## src/rtl/pipe_sequencer.sv

```systemverilog
// pipe_sequencer
//   Execution sequencer for the five-stage MIPS pipeline. It owns the global
//   pipeline enable and the PC / IF-ID write enables, and the IF-ID / ID-EX
//   flushes. It obeys run/step/abort commands from the debug unit, and on a
//   HALT it freezes fetch, drains the in-flight instructions, then pulses done.
//
// Parameters
//   DRAIN_CYCLES : cycles after HALT leaves ID until the last older instr retires
//   CNT_W        : width of the enabled-cycle counter
// Ports
//   i_clk, i_reset          : clock (rising edge), async active-high reset
//   i_cmd_valid/i_cmd       : command strobe/code (01 run, 10 step, 11 abort)
//   o_cmd_ready             : command accepted when valid & ready
//   i_pc_src                : branch taken
//   i_load_use              : load-use hazard in ID
//   i_halt_id               : HALT decoded in ID
//   o_pipe_en               : back-end pipeline register / regfile enable
//   o_pc_we, o_ifid_we      : PC and IF/ID write enables
//   o_ifid_flush            : IF/ID flush
//   o_idex_flush            : ID/EX flush
//   o_busy                  : high while running or draining
//   o_done                  : one-cycle pulse on drain completion
//   o_cycle_cnt             : saturating count of enabled cycles
module pipe_sequencer #(
  parameter int unsigned DRAIN_CYCLES = 4,
  parameter int unsigned CNT_W        = 32
) (
  input  logic             i_clk,
  input  logic             i_reset,
  input  logic             i_cmd_valid,
  input  logic [1:0]       i_cmd,
  output logic             o_cmd_ready,
  input  logic             i_pc_src,
  input  logic             i_load_use,
  input  logic             i_halt_id,
  output logic             o_pipe_en,
  output logic             o_pc_we,
  output logic             o_ifid_we,
  output logic             o_ifid_flush,
  output logic             o_idex_flush,
  output logic             o_busy,
  output logic             o_done,
  output logic [CNT_W-1:0] o_cycle_cnt
);

  localparam int unsigned DW = $clog2(DRAIN_CYCLES + 1);
  localparam logic [DW-1:0] DRAIN_LOAD = DW'(DRAIN_CYCLES);
  localparam logic [DW-1:0] DRAIN_ONE  = DW'(1);

  typedef enum logic [2:0] {
    S_IDLE,
    S_RUN,
    S_STEP,
    S_DRAIN,
    S_DONE
  } state_e;

  typedef enum logic [1:0] {
    CMD_NOP   = 2'b00,
    CMD_RUN   = 2'b01,
    CMD_STEP  = 2'b10,
    CMD_ABORT = 2'b11
  } cmd_e;

  state_e            state_q, state_d;
  logic [DW-1:0]     drain_cnt_q, drain_cnt_d;
  logic              halt_pend_q, halt_pend_d;
  logic              done_q, done_d;
  logic [CNT_W-1:0]  cycle_cnt_q, cycle_cnt_d;

  cmd_e              cmd;
  logic              cmd_acc;
  logic              abort_acc;
  logic              halt_qual;
  logic              en;
  logic              in_drain;

  assign cmd       = cmd_e'(i_cmd);
  assign cmd_acc   = i_cmd_valid & o_cmd_ready;
  assign abort_acc = cmd_acc & (cmd == CMD_ABORT);
  // A HALT in the shadow of a taken branch is on the wrong path.
  assign halt_qual = i_halt_id & ~i_pc_src;

  // Enable/flush decode is purely combinational from the state register, so
  // an async reset drops every enable without waiting for a clock edge.
  always_comb begin
    en       = (state_q == S_RUN) || (state_q == S_STEP) || (state_q == S_DRAIN);
    in_drain = (state_q == S_DRAIN);

    o_cmd_ready  = (state_q != S_STEP);
    o_pipe_en    = en;
    o_pc_we      = en & (in_drain ? i_pc_src : (i_pc_src | ~i_load_use));
    o_ifid_we    = en & ~i_load_use;
    o_ifid_flush = en & (i_pc_src | in_drain);
    o_idex_flush = en & (i_pc_src | i_load_use);
    o_busy       = (state_q == S_RUN) || (state_q == S_DRAIN);
    o_done       = done_q;
    o_cycle_cnt  = cycle_cnt_q;
  end

  always_comb begin
    state_d     = state_q;
    drain_cnt_d = drain_cnt_q;
    halt_pend_d = halt_pend_q;

    unique case (state_q)
      S_IDLE: begin
        if (cmd_acc) begin
          unique case (cmd)
            CMD_RUN:   state_d = halt_pend_q ? S_DRAIN : S_RUN;
            CMD_STEP:  state_d = S_STEP;
            CMD_ABORT: halt_pend_d = 1'b0;
            default:   ;
          endcase
        end
      end

      S_RUN: begin
        if (abort_acc) begin
          state_d = S_IDLE;
        end else if (halt_qual) begin
          state_d     = S_DRAIN;
          drain_cnt_d = DRAIN_LOAD;
        end
      end

      // Single-stepping past a HALT drains one step at a time, using the
      // same counter that a continuous drain uses.
      S_STEP: begin
        state_d = S_IDLE;
        if (halt_pend_q) begin
          if (drain_cnt_q <= DRAIN_ONE) begin
            state_d     = S_DONE;
            halt_pend_d = 1'b0;
            drain_cnt_d = '0;
          end else begin
            drain_cnt_d = drain_cnt_q - DRAIN_ONE;
          end
        end else if (halt_qual) begin
          halt_pend_d = 1'b1;
          drain_cnt_d = DRAIN_LOAD;
        end
      end

      S_DRAIN: begin
        if (abort_acc) begin
          // Leave the drain resumable: a later run re-enters DRAIN.
          state_d     = S_IDLE;
          halt_pend_d = 1'b1;
        end else if (i_pc_src) begin
          state_d     = S_RUN;
          drain_cnt_d = '0;
          halt_pend_d = 1'b0;
        end else if (drain_cnt_q <= DRAIN_ONE) begin
          state_d     = S_DONE;
          drain_cnt_d = '0;
          halt_pend_d = 1'b0;
        end else begin
          drain_cnt_d = drain_cnt_q - DRAIN_ONE;
        end
      end

      S_DONE: begin
        if (abort_acc) begin
          state_d     = S_IDLE;
          halt_pend_d = 1'b0;
        end
      end

      default: state_d = S_IDLE;
    endcase
  end

  always_comb begin
    done_d      = (state_d == S_DONE) && (state_q != S_DONE);
    cycle_cnt_d = cycle_cnt_q;
    if (en && (cycle_cnt_q != '1)) begin
      cycle_cnt_d = cycle_cnt_q + 1'b1;
    end
  end

  always_ff @(posedge i_clk or posedge i_reset) begin
    if (i_reset) begin
      state_q     <= S_IDLE;
      drain_cnt_q <= '0;
      halt_pend_q <= 1'b0;
      done_q      <= 1'b0;
      cycle_cnt_q <= '0;
    end else begin
      state_q     <= state_d;
      drain_cnt_q <= drain_cnt_d;
      halt_pend_q <= halt_pend_d;
      done_q      <= done_d;
      cycle_cnt_q <= cycle_cnt_d;
    end
  end

endmodule

```

## config.mk

```make
export PLATFORM = sky130hd
export DESIGN_NAME = pipe_sequencer
export DESIGN_NICKNAME = d
export VERILOG_FILES = /design/src/rtl/pipe_sequencer.sv
export SDC_FILE = /design/constraint.sdc
export NUM_CORES = 1
export LEC_CHECK = 0
export CORE_MARGIN = 1.5
export CORE_UTILIZATION = 67
export DETAILED_ROUTE_END_ITERATION = 8
export DONT_BUFFER_PORTS = 1
export GPL_TIMING_DRIVEN = 0
export HOLD_SLACK_MARGIN = 0.1
export PLACE_DENSITY_LB_ADDON = 0.3
export SYNTH_ARGS = -nofsm -noshare
export SYNTH_HDL_FRONTEND = slang
export SYNTH_SLANG_ARGS = --single-unit
```

## constraint.sdc

```tcl
create_clock -name i_clk -period 3.18 [get_ports i_clk]
set_input_delay 0.318 -clock i_clk [delete_from_list [all_inputs] [get_ports i_clk]]
set_output_delay 0.318 -clock i_clk [all_outputs]
set_load 0.005 [all_outputs]
```

After elaboration in Yosys (flattened, before gate mapping)
Index checks and enable logic that the tools add are counted.
{ "word_totals": {"out_inout_bits": 40, "regBits": 40, "input_bits": 8} }
{ "op_classes": {"n_eq_ne": 17, "n_reduce_logical": 10, "bitwise_logic": 12, "mux": 30, "addsub": 2, "order_cmp": 1} }
{ "op_table": {"columns": ["cell", "n"], "rows": [
  ["two-way mux 3 bit", 15],
  ["adder 32 x 1 -> 32 bit, second input constant", 1],
  ["!= test 32 bit, second input constant", 1],
  ["one-hot mux 3 bit (5 select lines)", 1],
  ["two-way mux 1 bit", 10],
  ["!= test 2 bit, second input constant", 5],
  ["one-hot mux 3 bit (3 select lines)", 1],
  ["bitwise AND 1 bit", 7],
  ["equality test 3 x 2 -> 1 bit, second input constant", 2],
  ["equality test 3 bit, second input constant", 2],
  ["one-hot mux 3 bit (2 select lines)", 1],
  ["AND reduction 5 bit", 1],
  ["equality test 2 bit, second input constant", 2],
  ["!= test 4 x 3 -> 1 bit, second input constant", 1],
  ["one-hot mux 1 bit (4 select lines)", 1],
  ["nonzero test 4 bit", 1],
  ["equality test 3 x 1 -> 1 bit, second input constant", 1],
  ["<= comparator 3 x 1 -> 1 bit, second input constant", 1],
  ["logical NOT 3 bit", 1],
  ["logical OR 1 bit", 3],
  ["!= test 3 x 2 -> 1 bit, second input constant", 1],
  ["!= test 3 bit, second input constant", 1],
  ["bitwise OR 1 bit", 3],
  ["AND reduction 3 bit", 1],
  ["6 further kinds", 8]
]} }

Longest topological paths before layout
{ "logic_depth": {"word_depth": 7, "mapped_depth": 7, "ltp_nobuf": 6} }

Worst setup path after synthesis
No wires, ideal clock.
{ "synth_timing": {"path_type": "reg2reg", "start": "register cycle_cnt_q[16] (netlist: o_cycle_cnt[16])", "end": "register cycle_cnt_q[1] (netlist: o_cycle_cnt[1])", "setup_time_ps": 127, "n_path_buf": 0, "path_stages_with_launch": 6, "path_slack_ps": 1338, "period_less_slack_ps": 1842, "arrival_ps": 1714, "path_cell_list": "dfrtp_1 > nand4_1 > nor4_1 > nand4_1 > nand2_2 > mux2_1"} }
{ "synth_between": {"elab_chain_len": 2} }
{ "synth_rtl": {"columns": ["item", "line", "source"], "rows": [
  ["from (decl)", "69", "logic [CNT_W-1:0] cycle_cnt_q, cycle_cnt_d;"],
  ["from (signal assigned)", "194", "cycle_cnt_q <= cycle_cnt_d;"],
  ["!= test 32 bit", "177", "if (en && (cycle_cnt_q != '1)) begin"],
  ["logical AND 1 bit", "177", null]
]} }
Every way passes these cells.
A chain may end at the register's enable or synchronous reset.

Worst setup path after layout
Same ends and word-level chain as after synthesis.

==> summary.md <==
| Metric | Value |
|---|---|
| Die area | `3610 µm²` |
| CP cell instances | `nand4_1 > nor4_1 > nand4_1 > nand2_2 > mux2_1` |
| Initial core utilization | `0.710` |
| Die Ht | `60.1 µm` |
| Hold Violations, Final | `0` |
| Cts repair resizes | `0` |
| Die Width | `60.1 µm` |
| Synth Warn # | `0` |
| Max-slew violation count | `0` |
| # Max-Cap Violations | `0` |
| Worst Setup EP | `o_cycle_cnt[1]$_DFFE_PP0P_` |
| Residual overflow from global routing | `0` |
| Post-Route WL | `4.08 mm` |
| Worst-path maximum fanout | `5` |
| Fin util | `0.762` |
| Critical Path AT | `2.52 ns` |
| CTS Buffer Depth | `2` |
| Initial antenna violation count | `0` |
| CP startpoint kind | `flip-flop` |
| IO Port Bufs | `0` |
| CTS root buf | `clkbuf_4` |
| Max-slew headroom | `0.476` |
| Initial DRC Count | `98` |
| Worst VDD drop | `0.377 mV` |
| Most used cell, CP | `nand4_1` |
| Power density cells | `566 nW/µm²` |
| RSZ-0062 raised after global routing | `no` |
| Worst setup EP type | `flip-flop` |
| Sequential-to-total area share from yosys stat | `0.458` |
| Largest net degree at the start of global routing | `41` |
| Synth cell count leaders | `dfrtp_1 (40), nand2_1 (26), nor2_1 (19)` |
| Post-route minimum period | `2.27 ns` |
| TritonCTS clock tree | `yes` |
| Row Count | `20` |
| Post-DP HPWL | `2.90 mm` |
| WP data required | `3.43 ns` |
| Number of iterations in the first detailed-routing pass | `4` |
| Postcts setup bufs | `0` |
| Top cells by area, synth | `dfrtp_1 (46%), xor2_1 (6.4%), xnor2_1 (4.8%)` |
| First-pass GRT wire length | `6.93 mm` |
| FFs w/ async S/R, synth | `1.00` |
| Clock transition at the registers of the reported paths | `0.12 ns` |
| Crit Path Class | `flip-flop to flip-flop` |
| Io pins | `48` |
| Critical path's slowest cell | `nor4_1` |
| Yosys top cell area share | `0.458` |
| Fin crit share | `0.715` |
| Synth unique cells | `46` |
| Cts bufs inserted | `5` |
| Post-synth EDFFs | `0` |
| Worst-Skew Late Latency | `0.36 ns` |
| ANT nets after route | `0` |
| GP Congestion | `0.902` |
| Fin worst setup slack | `0.906 ns` |
| Reg2reg setup slack | `0.91 ns` |
| Lkg Pwr | `1.09 nW` |
| Maximum operating frequency | `440 MHz` |
| Mean Syn Cell Area | `9.62 µm²` |
| Top-count cell post-synth | `dfrtp_1` |
| Vias | `1678` |
| CP Launch Point | `o_cycle_cnt[16]$_DFFE_PP0P_` |
| Setup TNS | `0 ns` |
| Pwr Total | `1.33 mW` |
| # fillers | `221` |
| Vias in the first global route | `1572` |
| Yosys top cell by area | `dfrtp_1` |
| R2r startpoint | `o_cycle_cnt[16]$_DFFE_PP0P_` |
| Mapped Cells | `227` |
| Tot GR Track Use | `0.259` |
| Worst Reg-to-Reg Cells | `5` |
| HP Class | `primary input to flip-flop` |
| Core footprint | `3080 µm²` |
| Average routed wire per standard cell | `14.6 µm` |
| Fin cells | `280` |
| Layout area overhead | `7.33%` |
| Vias/cell | `5.99` |
| Least-Margin Pin Slew | `0.784 ns` |
| Number of remaining DRC errors | `0` |
| # setup viols final | `0` |
| CTS HTree Levels | `2` |
| Top_reg_cell synth | `dfrtp_1` |
| Layout cells sized above 1 | `0.110` |
| Cell Area, Synth | `2180 µm²` |
| Mapped Nets | `241` |
| Pre-CTS setup slack | `0.938 ns` |
| RR Endpoint | `o_cycle_cnt[1]$_DFFE_PP0P_` |
| Outcome | `finished clean` |
| Crit-path max cell delay | `0.65 ns` |
| # diodes | `0` |
| Clock Skew | `0.00508 ns` |
| Nets | `249` |
| Cells after DPL | `271` |
| Clock Sink Count | `40` |
| FF+latch count, synth | `40` |
==> layout make-up <==
| cell class | instances | area [µm²] | share of cell area |
|---|---|---|---|
| repair buffers | 1 | 10.0 | 0.00427 |
| multi-input cells | 172 | 1120 | 0.478 |
| clock buffers | 7 | 65.1 | 0.0277 |
| inverters | 11 | 41.3 | 0.0176 |
| plain buffers | 4 | 21.3 | 0.00907 |
| flip-flops and latches | 40 | 1000 | 0.427 |
| well taps | 44 | 55.1 | 0.0235 |
| clock inverters | 1 | 30.0 | 0.0128 |
==> logic make-up (layout without fill, tap and decap cells) <==
| kind of cell | Yosys count | count (layout) | share of synthesized area |
|---|---|---|---|
| AND/OR/NAND/NOR | 106 | 106 | 0.263 |
| buffers and inverters | 15 | 24 | 0.0286 |
| multiplexers | 3 | 3 | 0.0149 |
| XOR/XNOR | 28 | 28 | 0.112 |
| adder cells (fa/ha/maj) | 6 | 6 | 0.0344 |
| flip-flops | 40 | 40 | 0.458 |
| AO/OA/AOI/OAI | 29 | 29 | 0.0882 |
==> worst min path at each step <==
stage / from / end / cells past startpoint
CTS: i_cmd_valid / state_q[1]$_DFF_PP0_ / 2
floorplan: drain_cnt_q[1]$_DFFE_PP0P_ / drain_cnt_q[1]$_DFFE_PP0P_ / 2
global route: i_pc_src / state_q[1]$_DFF_PP0_ / 3
finish: i_cmd_valid / state_q[1]$_DFF_PP0_ / 2
detailed placement: i_reset / state_q[1]$_DFF_PP0_ / 1
global placement: drain_cnt_q[1]$_DFFE_PP0P_ / drain_cnt_q[1]$_DFFE_PP0P_ / 2
==> per-layer routing <==
metal  global-route usage  up-vias  share of wire
met5                    0        -              0
met4                0.102        0          0.016
met3                0.106        4          0.074
met2                0.394       65           0.46
met1                0.328      791           0.45
li1                     -      818              -
==> critical path: cells and delay by family (launching register included) <==
kind,cells,cell delay [ns]
AND/OR/NAND/NOR,4,1.38
multiplexers,1,0.32
flip-flops,1,0.47
==> state kept, by name, summed over array words and instances (netlist names) <==
signal and flops:
drain_cnt_q 3, halt_pend_q 1, o_cycle_cnt 32, o_done 1, state_q 3
==> power breakdown <==
group          total, mW  switching (mW)  internal [mW]
combinational      0.299           0.181          0.118
sequential         0.652          0.0809          0.571
clock              0.375           0.166          0.209
==> placed cells by master, fill, tap and decap left out, drive strengths merged <==
cell type    netlist  layout
a211oi             1       1
a21oi              9       9
a22o               1       1
a31o               1       1
a31oi              2       2
a41oi              1       1
and2               1       1
and3               6       6
and4               4       4
buf                3       3
bufinv             0       1
clkbuf             1       8
dfrtp             40      40
dlygate4sd3        0       1
ha                 6       6
inv               11      11
mux2               2       2
mux2i              1       1
nand2             27      27
nand2b             6       6
nand3             11      11
nand4              8       8
nor2              20      20
nor2b              2       2
nor3               8       8
nor3b              2       2
nor4               7       7
o211ai             2       2
o21ai              5       5
o21bai             2       2
o22ai              2       2
o311ai             1       1
o31ai              1       1
o32ai              1       1
or2                3       3
or3                1       1
xnor2             12      12
xor2              16      16
==> stage by stage <==
stage | hold WS [ns] | instance area (µm²)
4_1_cts | 0.122 | 2340
3_5_place_dp | 0.391 | 2240
3_3_place_gp | 0.492 | 2240
2_1_floorplan | 0.469 | 2180
6_report | 0.128 | 2340
5_1_grt | 0.138 | 2340
==> repair_timing <==
| item | 4_1_cts | 5_1_grt |
|---|---|---|
| setup endpoints to repair | 0 | 0 |
| hold endpoints to repair | 40 | 0 |
| hold buffers | 1 | 0 |
Note: power is estimated with default switching activity, not from simulation.
